**config.mk**
```make
export PLATFORM = sky130hd
export DESIGN_NAME = updown_mod_counter
export DESIGN_NICKNAME = d
export VERILOG_FILES = /design/src/rtl/cnt_pkg.sv /design/src/rtl/cnt_next_val.sv /design/src/rtl/updown_mod_counter.sv
export SDC_FILE = /design/constraint.sdc
export NUM_CORES = 1
export LEC_CHECK = 0
export ABC_AREA = 1
export CORE_AREA = 4 4 41 43
export CTS_CLUSTER_DIAMETER = 60
export DETAILED_ROUTE_END_ITERATION = 10
export DIE_AREA = 0 0 45 47
export PLACE_DENSITY_LB_ADDON = 0.05
export SYNTH_ARGS = -nofsm -noshare
export SYNTH_HDL_FRONTEND = slang
export SYNTH_SLANG_ARGS = --single-unit
export TNS_END_PERCENT = 30
```
**constraint.sdc**
```tcl
create_clock -name clk -period 1.65 [get_ports clk]
set_input_delay 0.2475 -clock clk [delete_from_list [all_inputs] [get_ports clk]]
set_output_delay 0.2475 -clock clk [all_outputs]
set_load 0.01 [all_outputs]
```
**src/rtl/cnt_pkg.sv**
```systemverilog
// -----------------------------------------------------------------------------
// cnt_pkg
//   Shared definitions for the up/down modulo-N counter family.
//
//   Contents:
//     CNT_UP / CNT_DN  - encoding of the up_dn direction input
//     cnt_flags_t      - registered status bits kept next to the count
//     cnt_clog2()      - constant function used for elaboration-time
//                        width checks (ceil(log2(value)), 0 for value <= 1)
//
//   Configuration: none here. The saturating-mode macro COUNTER_SAT_EN is
//   consumed by cnt_next_val.
// -----------------------------------------------------------------------------
package cnt_pkg;

   // Direction encoding for up_dn.
   localparam logic CNT_UP = 1'b1;
   localparam logic CNT_DN = 1'b0;

   // Status registers that travel together with the count value.
   //   wrap - one-cycle pulse following a wrap (or a blocked step in
   //          saturating mode)
   //   ovf  - sticky, an up-step was attempted at MODULUS-1
   //   unf  - sticky, a down-step was attempted at 0
   typedef struct packed {
      logic wrap;
      logic ovf;
      logic unf;
   } cnt_flags_t;

   // Number of bits needed to represent value-1, i.e. ceil(log2(value)).
   // Bounded loop so it stays usable as a constant function everywhere.
   function automatic int cnt_clog2(input int value);
      int result;
      result = 0;
      for (int i = 0; i < 31; i++) begin
         if (value > (1 << i)) begin
            result = i + 1;
         end
      end
      return result;
   endfunction

endpackage

```
**src/rtl/cnt_next_val.sv**
```systemverilog
// -----------------------------------------------------------------------------
// cnt_next_val
//   Combinational next-count and terminal-count logic for the up/down
//   modulo-N counter. No state.
//
//   Parameters:
//     WIDTH    - count width in bits
//     MODULUS  - count range is 0..MODULUS-1
//
//   Ports:
//     q        in   WIDTH  current count
//     up_dn    in   1      CNT_UP = count up, CNT_DN = count down
//     en       in   1      step request
//     nxt      out  WIDTH  value the count takes if this step is applied
//                          (equals q when en is low)
//     at_term  out  1      en is high and q sits on the terminal value for
//                          the current direction (MODULUS-1 up, 0 down)
//
//   Configuration:
//     COUNTER_SAT_EN defined   - at the terminal value the count holds
//     COUNTER_SAT_EN undefined - at the terminal value the count wraps
// -----------------------------------------------------------------------------
module cnt_next_val
   import cnt_pkg::*;
#(
   parameter int WIDTH   = 3,
   parameter int MODULUS = 8
) (
   input  logic [WIDTH-1:0] q,
   input  logic             up_dn,
   input  logic             en,
   output logic [WIDTH-1:0] nxt,
   output logic             at_term
);

   // One extra bit so MODULUS == 2**WIDTH and the down-step borrow are both
   // representable without aliasing.
   localparam logic [WIDTH:0]   TERM_HI_EXT = (WIDTH+1)'(MODULUS - 1);
   localparam logic [WIDTH:0]   ONE_EXT     = (WIDTH+1)'(1);
   localparam logic [WIDTH:0]   NEG_ONE_EXT = '1;
   localparam logic [WIDTH-1:0] TERM_HI_Q   = WIDTH'(MODULUS - 1);

   logic [WIDTH:0] q_ext;
   logic [WIDTH:0] step_ext;
   logic           at_hi;
   logic           at_lo;
   logic           on_term;

   assign q_ext = {1'b0, q};

   // Single adder serves both directions: +1 or +(-1) in WIDTH+1 bits.
   assign step_ext = q_ext + ((up_dn == CNT_UP) ? ONE_EXT : NEG_ONE_EXT);

   // Upper terminal is compared against MODULUS-1, never the all-ones value,
   // so a non-power-of-2 modulus wraps at the right place.
   assign at_hi = (q_ext == TERM_HI_EXT);

   // Counting down, q-1 borrows into the extra bit exactly when q == 0.
   // Only consulted while counting down.
   assign at_lo = step_ext[WIDTH];

   assign on_term = (up_dn == CNT_UP) ? at_hi : at_lo;
   assign at_term = en & on_term;

   always_comb begin
      nxt = q;
      if (en) begin
         if (on_term) begin
`ifdef COUNTER_SAT_EN
            nxt = q;
`else
            nxt = (up_dn == CNT_UP) ? '0 : TERM_HI_Q;
`endif
         end else begin
            nxt = step_ext[WIDTH-1:0];
         end
      end
   end

endmodule

```
**src/rtl/updown_mod_counter.sv**
```systemverilog
// -----------------------------------------------------------------------------
// updown_mod_counter
//   Synchronous up/down modulo-N counter with direction control, synchronous
//   clear/load, terminal-count and wrap outputs, and sticky overflow and
//   underflow flags. Single clock domain; used as a timebase / event counter.
//
//   Parameters:
//     WIDTH    (3)  count width in bits, >= 1
//     MODULUS  (8)  count range 0..MODULUS-1, 2 <= MODULUS <= 2**WIDTH
//     RST_VAL  (0)  value taken on rst and clr, < MODULUS
//
//   Ports:
//     clk         in   1      clock, rising edge
//     rst         in   1      asynchronous reset, active high
//     en          in   1      count enable, one step per clock
//     up_dn       in   1      1 = up, 0 = down, sampled every cycle
//     clr         in   1      synchronous clear to RST_VAL (highest priority)
//     load        in   1      synchronous load of load_val (clamped)
//     load_val    in   WIDTH  value for load
//     sticky_clr  in   1      clears ovf/unf; a same-cycle new event wins
//     q           out  WIDTH  registered count
//     tc          out  1      combinational terminal count for the current
//                             direction, qualified by en
//     wrap        out  1      registered pulse the cycle after a wrap, or
//                             after a blocked step in saturating mode
//     ovf         out  1      sticky: up-step attempted at MODULUS-1
//     unf         out  1      sticky: down-step attempted at 0
//
//   Handshake: none; every input is sampled on each rising clk edge.
//   Priority each cycle: clr > load > en.
//
//   Configuration:
//     COUNTER_SAT_EN defined   - saturate at the terminal values
//     COUNTER_SAT_EN undefined - wrap around (default)
// -----------------------------------------------------------------------------
module updown_mod_counter
   import cnt_pkg::*;
#(
   parameter int WIDTH   = 3,
   parameter int MODULUS = 8,
   parameter int RST_VAL = 0
) (
   input  logic             clk,
   input  logic             rst,
   input  logic             en,
   input  logic             up_dn,
   input  logic             clr,
   input  logic             load,
   input  logic [WIDTH-1:0] load_val,
   input  logic             sticky_clr,
   output logic [WIDTH-1:0] q,
   output logic             tc,
   output logic             wrap,
   output logic             ovf,
   output logic             unf
);

   // ---------------------------------------------------------------------------
   // Elaboration-time parameter checks
   // ---------------------------------------------------------------------------
   if (WIDTH < 1) begin : g_bad_width
      $error("updown_mod_counter: WIDTH must be >= 1");
   end
   if (MODULUS < 2) begin : g_bad_mod_lo
      $error("updown_mod_counter: MODULUS must be >= 2");
   end
   if (cnt_clog2(MODULUS) > WIDTH) begin : g_bad_mod_hi
      $error("updown_mod_counter: MODULUS must be <= 2**WIDTH");
   end
   if ((RST_VAL < 0) || (RST_VAL >= MODULUS)) begin : g_bad_rst_val
      $error("updown_mod_counter: RST_VAL must be in 0..MODULUS-1");
   end

   localparam logic [WIDTH-1:0] RST_Q   = WIDTH'(RST_VAL);
   localparam logic [WIDTH-1:0] MAX_Q   = WIDTH'(MODULUS - 1);
   localparam logic [WIDTH:0]   MOD_EXT = (WIDTH+1)'(MODULUS);

   // ---------------------------------------------------------------------------
   // State
   // ---------------------------------------------------------------------------
   logic [WIDTH-1:0] q_q;
   logic [WIDTH-1:0] q_d;
   cnt_flags_t       flags_q;
   cnt_flags_t       flags_d;

   // ---------------------------------------------------------------------------
   // Next-value / terminal logic
   // ---------------------------------------------------------------------------
   logic [WIDTH-1:0] nxt;
   logic             at_term;

   cnt_next_val #(
      .WIDTH   (WIDTH),
      .MODULUS (MODULUS)
   ) u_next (
      .q       (q_q),
      .up_dn   (up_dn),
      .en      (en),
      .nxt     (nxt),
      .at_term (at_term)
   );

   // Out-of-range load values clamp to the top of the range so q never
   // leaves 0..MODULUS-1. Compare is done in WIDTH+1 bits because MODULUS
   // itself may be 2**WIDTH.
   logic [WIDTH-1:0] load_clamped;
   assign load_clamped = ({1'b0, load_val} >= MOD_EXT) ? MAX_Q : load_val;

   // ---------------------------------------------------------------------------
   // Priority mux and flag update
   // ---------------------------------------------------------------------------
   always_comb begin
      q_d          = q_q;
      flags_d.wrap = 1'b0;
      // Clear first, then OR in a new event so a same-cycle event wins.
      flags_d.ovf  = flags_q.ovf & ~sticky_clr;
      flags_d.unf  = flags_q.unf & ~sticky_clr;

      if (clr) begin
         q_d = RST_Q;
      end else if (load) begin
         q_d = load_clamped;
      end else if (en) begin
         q_d = nxt;
         if (at_term) begin
            flags_d.wrap = 1'b1;
            if (up_dn == CNT_UP) begin
               flags_d.ovf = 1'b1;
            end else begin
               flags_d.unf = 1'b1;
            end
         end
      end
   end

   // ---------------------------------------------------------------------------
   // Registers
   // ---------------------------------------------------------------------------
   always_ff @(posedge clk or posedge rst) begin
      if (rst) begin
         q_q     <= RST_Q;
         flags_q <= '0;
      end else begin
         q_q     <= q_d;
         flags_q <= flags_d;
      end
   end

   // ---------------------------------------------------------------------------
   // Outputs
   // ---------------------------------------------------------------------------
   assign q    = q_q;
   assign tc   = at_term;
   assign wrap = flags_q.wrap;
   assign ovf  = flags_q.ovf;
   assign unf  = flags_q.unf;

endmodule

```
==> run metrics <==
synthesized cell area=between 400 and 500 sq um; pre-CTS setup slack=-698 ps; Die X=45 um; grt total ovfl=0; global-route wire length before repair=between 1500 and 2000 um; H-tree Lvls=1; CTS Buffer Depth=2; CP Max Fanout=3; Total GRT Usage=0.129; DP Area=742 sq um; Rows=13; fill count=approximately 120; Worst VDD drop=around 420 uV; Final period util=1.04; Worst path max stage delay=400 ps; clock sinks=6; crit path launch type=flop; ys flop type=dfrtp_1; Non-Filler Instances=128; status=finished with violations; initial antenna violation count=0; Post-DP HPWL=971 um; Crit-path slowest cell=dfrtp_1; number of global-route vias before repair=480; syn avg cell area=6.29 sq um; WP data arrival=1470 ps; cell family with most CP delay=flip-flops; Vias=roughly 560; die area=roughly 2100 sq um; drc violations=0; Starting Density=0.358; CTS tree=yes; EDFF count, synth=0; fmax=about 600 MHz; commonest non-fill, non-tap cell in the layout=nand2_1; WL/cell=10.1 um; Nets=128; cell total after placement=118; clk slew on worst S/H paths=40 ps; met1 WL=approximately 540 um; failing checks=negative setup slack; final hold violation count=0; Yosys cell types=14; Via-to-Cell Ratio=4.40; Crit. End Element=output pin; CP dominant cell by count=nor2_4; worst endpoint required time=1400 ps; CTS Buf Count=3; syn_nets=slightly below 90; Root Driver=clkbuf_4; hold_buf cts=0; static leakage=~0.48 nW; number of routed nets with antenna violations=0; worst hold path class=input pin to asynchronous set/reset pin; largest net degree at the start of global routing=7; RSZ-0062 raised after global routing=true; multi-input logic area=between 200 and 300 sq um; Die H=47 um; most frequent cells in the layout=25 x nand2_1, 20 x buf_4, 14 x inv_1, 14 x clkdlybuf4s50_1; port bufs=16; Max Slew Vio Count=0; min Tclk post-route=~1700 ps; Worst slew margin=0.848; Core ar.=approximately 1300 sq um; ant diodes=0; Post-synth ARST share=1.00; final setup violation count=2; met3 wire length=83 um; Register Area=150 sq um; IO Pins=17; TNS Setup=-115 ps; drt first-iter violations=3; clock latency on the worst-skew pair=240 ps; crit path kind=flop to output pin; met2 routed WL=approximately 670 um; Worst Path Buf+Inv=2; Synth Register Bits=6; final WL=1290 um; Max-cap violations=0; pwr dens=roughly 610 nW/um^2; area grow syn2layout=83.1%; critical path, cell by cell=ha_4 > inv_4 > nor2_4 > nor2_4 > o21ai_2 > nor2_1 > buf_2; placer congestion estimate=0.820; DRT Pass-1 Iters=3; clock skew=3.35 ps; final worst setup slack=-65.4 ps; Top Metal Used=met3; Post-Synthesis Cells=74; yosys warns=0; post-route design area=roughly 850 sq um; share of cells above drive strength 1=0.327; sequential area share after synthesis=0.323; pin slew with the least headroom to its limit=approximately 230 ps
## cell families after synthesis
| kind of cell | count (synthesis) | synth area share |
|---|---|---|
| adders and majority gates | 3 | 0.0968 |
| buffers and inverters | 18 | 0.145 |
| AOI/OAI and AO/OA | 5 | 0.0537 |
| DFF | 6 | 0.323 |
| and+or+nand+nor | 42 | 0.382 |
## per-stage QoR
| step | hold WS, ps | total power [mW] | util |
|---|---|---|---|
| after floorplan | 38.5 | 0.243 | - |
| after detailed placement | 465 | 0.343 | 0.570 |
| after CTS | 213 | 0.505 | 0.629 |
| final | 213 | 0.523 | 0.655 |
| after global placement | 464 | 0.343 | 0.570 |
| after global routing | 222 | 0.564 | 0.655 |
## layout make-up
type,count,area share
tap,15,0.0220
timing repair buffer,36,0.357
sequential,6,0.176
clock buffer,3,0.0264
inverter,18,0.0822
multi-input combinational,50,0.336
## metal layers
layer / vias to the layer above / GRT usage
met4: 0 / 0.0351
met1: 248 / 0.150
met2: 15 / 0.226
li1: 300 / -
met5: - / 0
met3: 0 / 0.0460
## registers in the layout (all words and copies together), names as in the netlist
| signal | flops |
|---|---|
| q | 3 |
| ovf | 1 |
| unf | 1 |
| wrap | 1 |
## synth_stat cells (2+ instances only)
master | n | area share
inv_2 | 2 | 0.016
dfrtp_1 | 6 | 0.32
ha_1 | 2 | 0.054
nor2_1 | 6 | 0.048
nand2_1 | 27 | 0.22
o21ai_1 | 3 | 0.032
inv_1 | 16 | 0.13
nand3_1 | 6 | 0.065
## power breakdown
group          switching (mW)  total, mW  internal (mW)  leakage (nW)
registers             0.00645      0.163          0.156        0.0805
clock network          0.0507      0.133         0.0821        0.0138
logic                   0.101      0.228          0.127         0.382
total                   0.158      0.523          0.365         0.476
## final timing paths
path                             startpoint          endpoint  cells after the start  slack (ps)
max                        q[2]$_DFFE_PP0P_                tc                      7         -70
min                                     rst    wrap$_DFF_PP0_                      2         210
max reg2reg                q[2]$_DFFE_PP0P_    wrap$_DFF_PP0_                     11         -50
min reg2reg                   unf$_DFF_PP0_     unf$_DFF_PP0_                      2         470
max in group asynchronous               rst  q[2]$_DFFE_PP0P_                      2        1240
min in group clk              unf$_DFF_PP0_     unf$_DFF_PP0_                      2         470
## repair_timing
action,CTS,global route
resized for setup,9,8
pin swaps,6,5
setup buffers,6,1
endpoints found under the setup margin,1,2
endpoints found under the hold margin,0,0
Note: power is estimated with default switching activity, not from simulation.
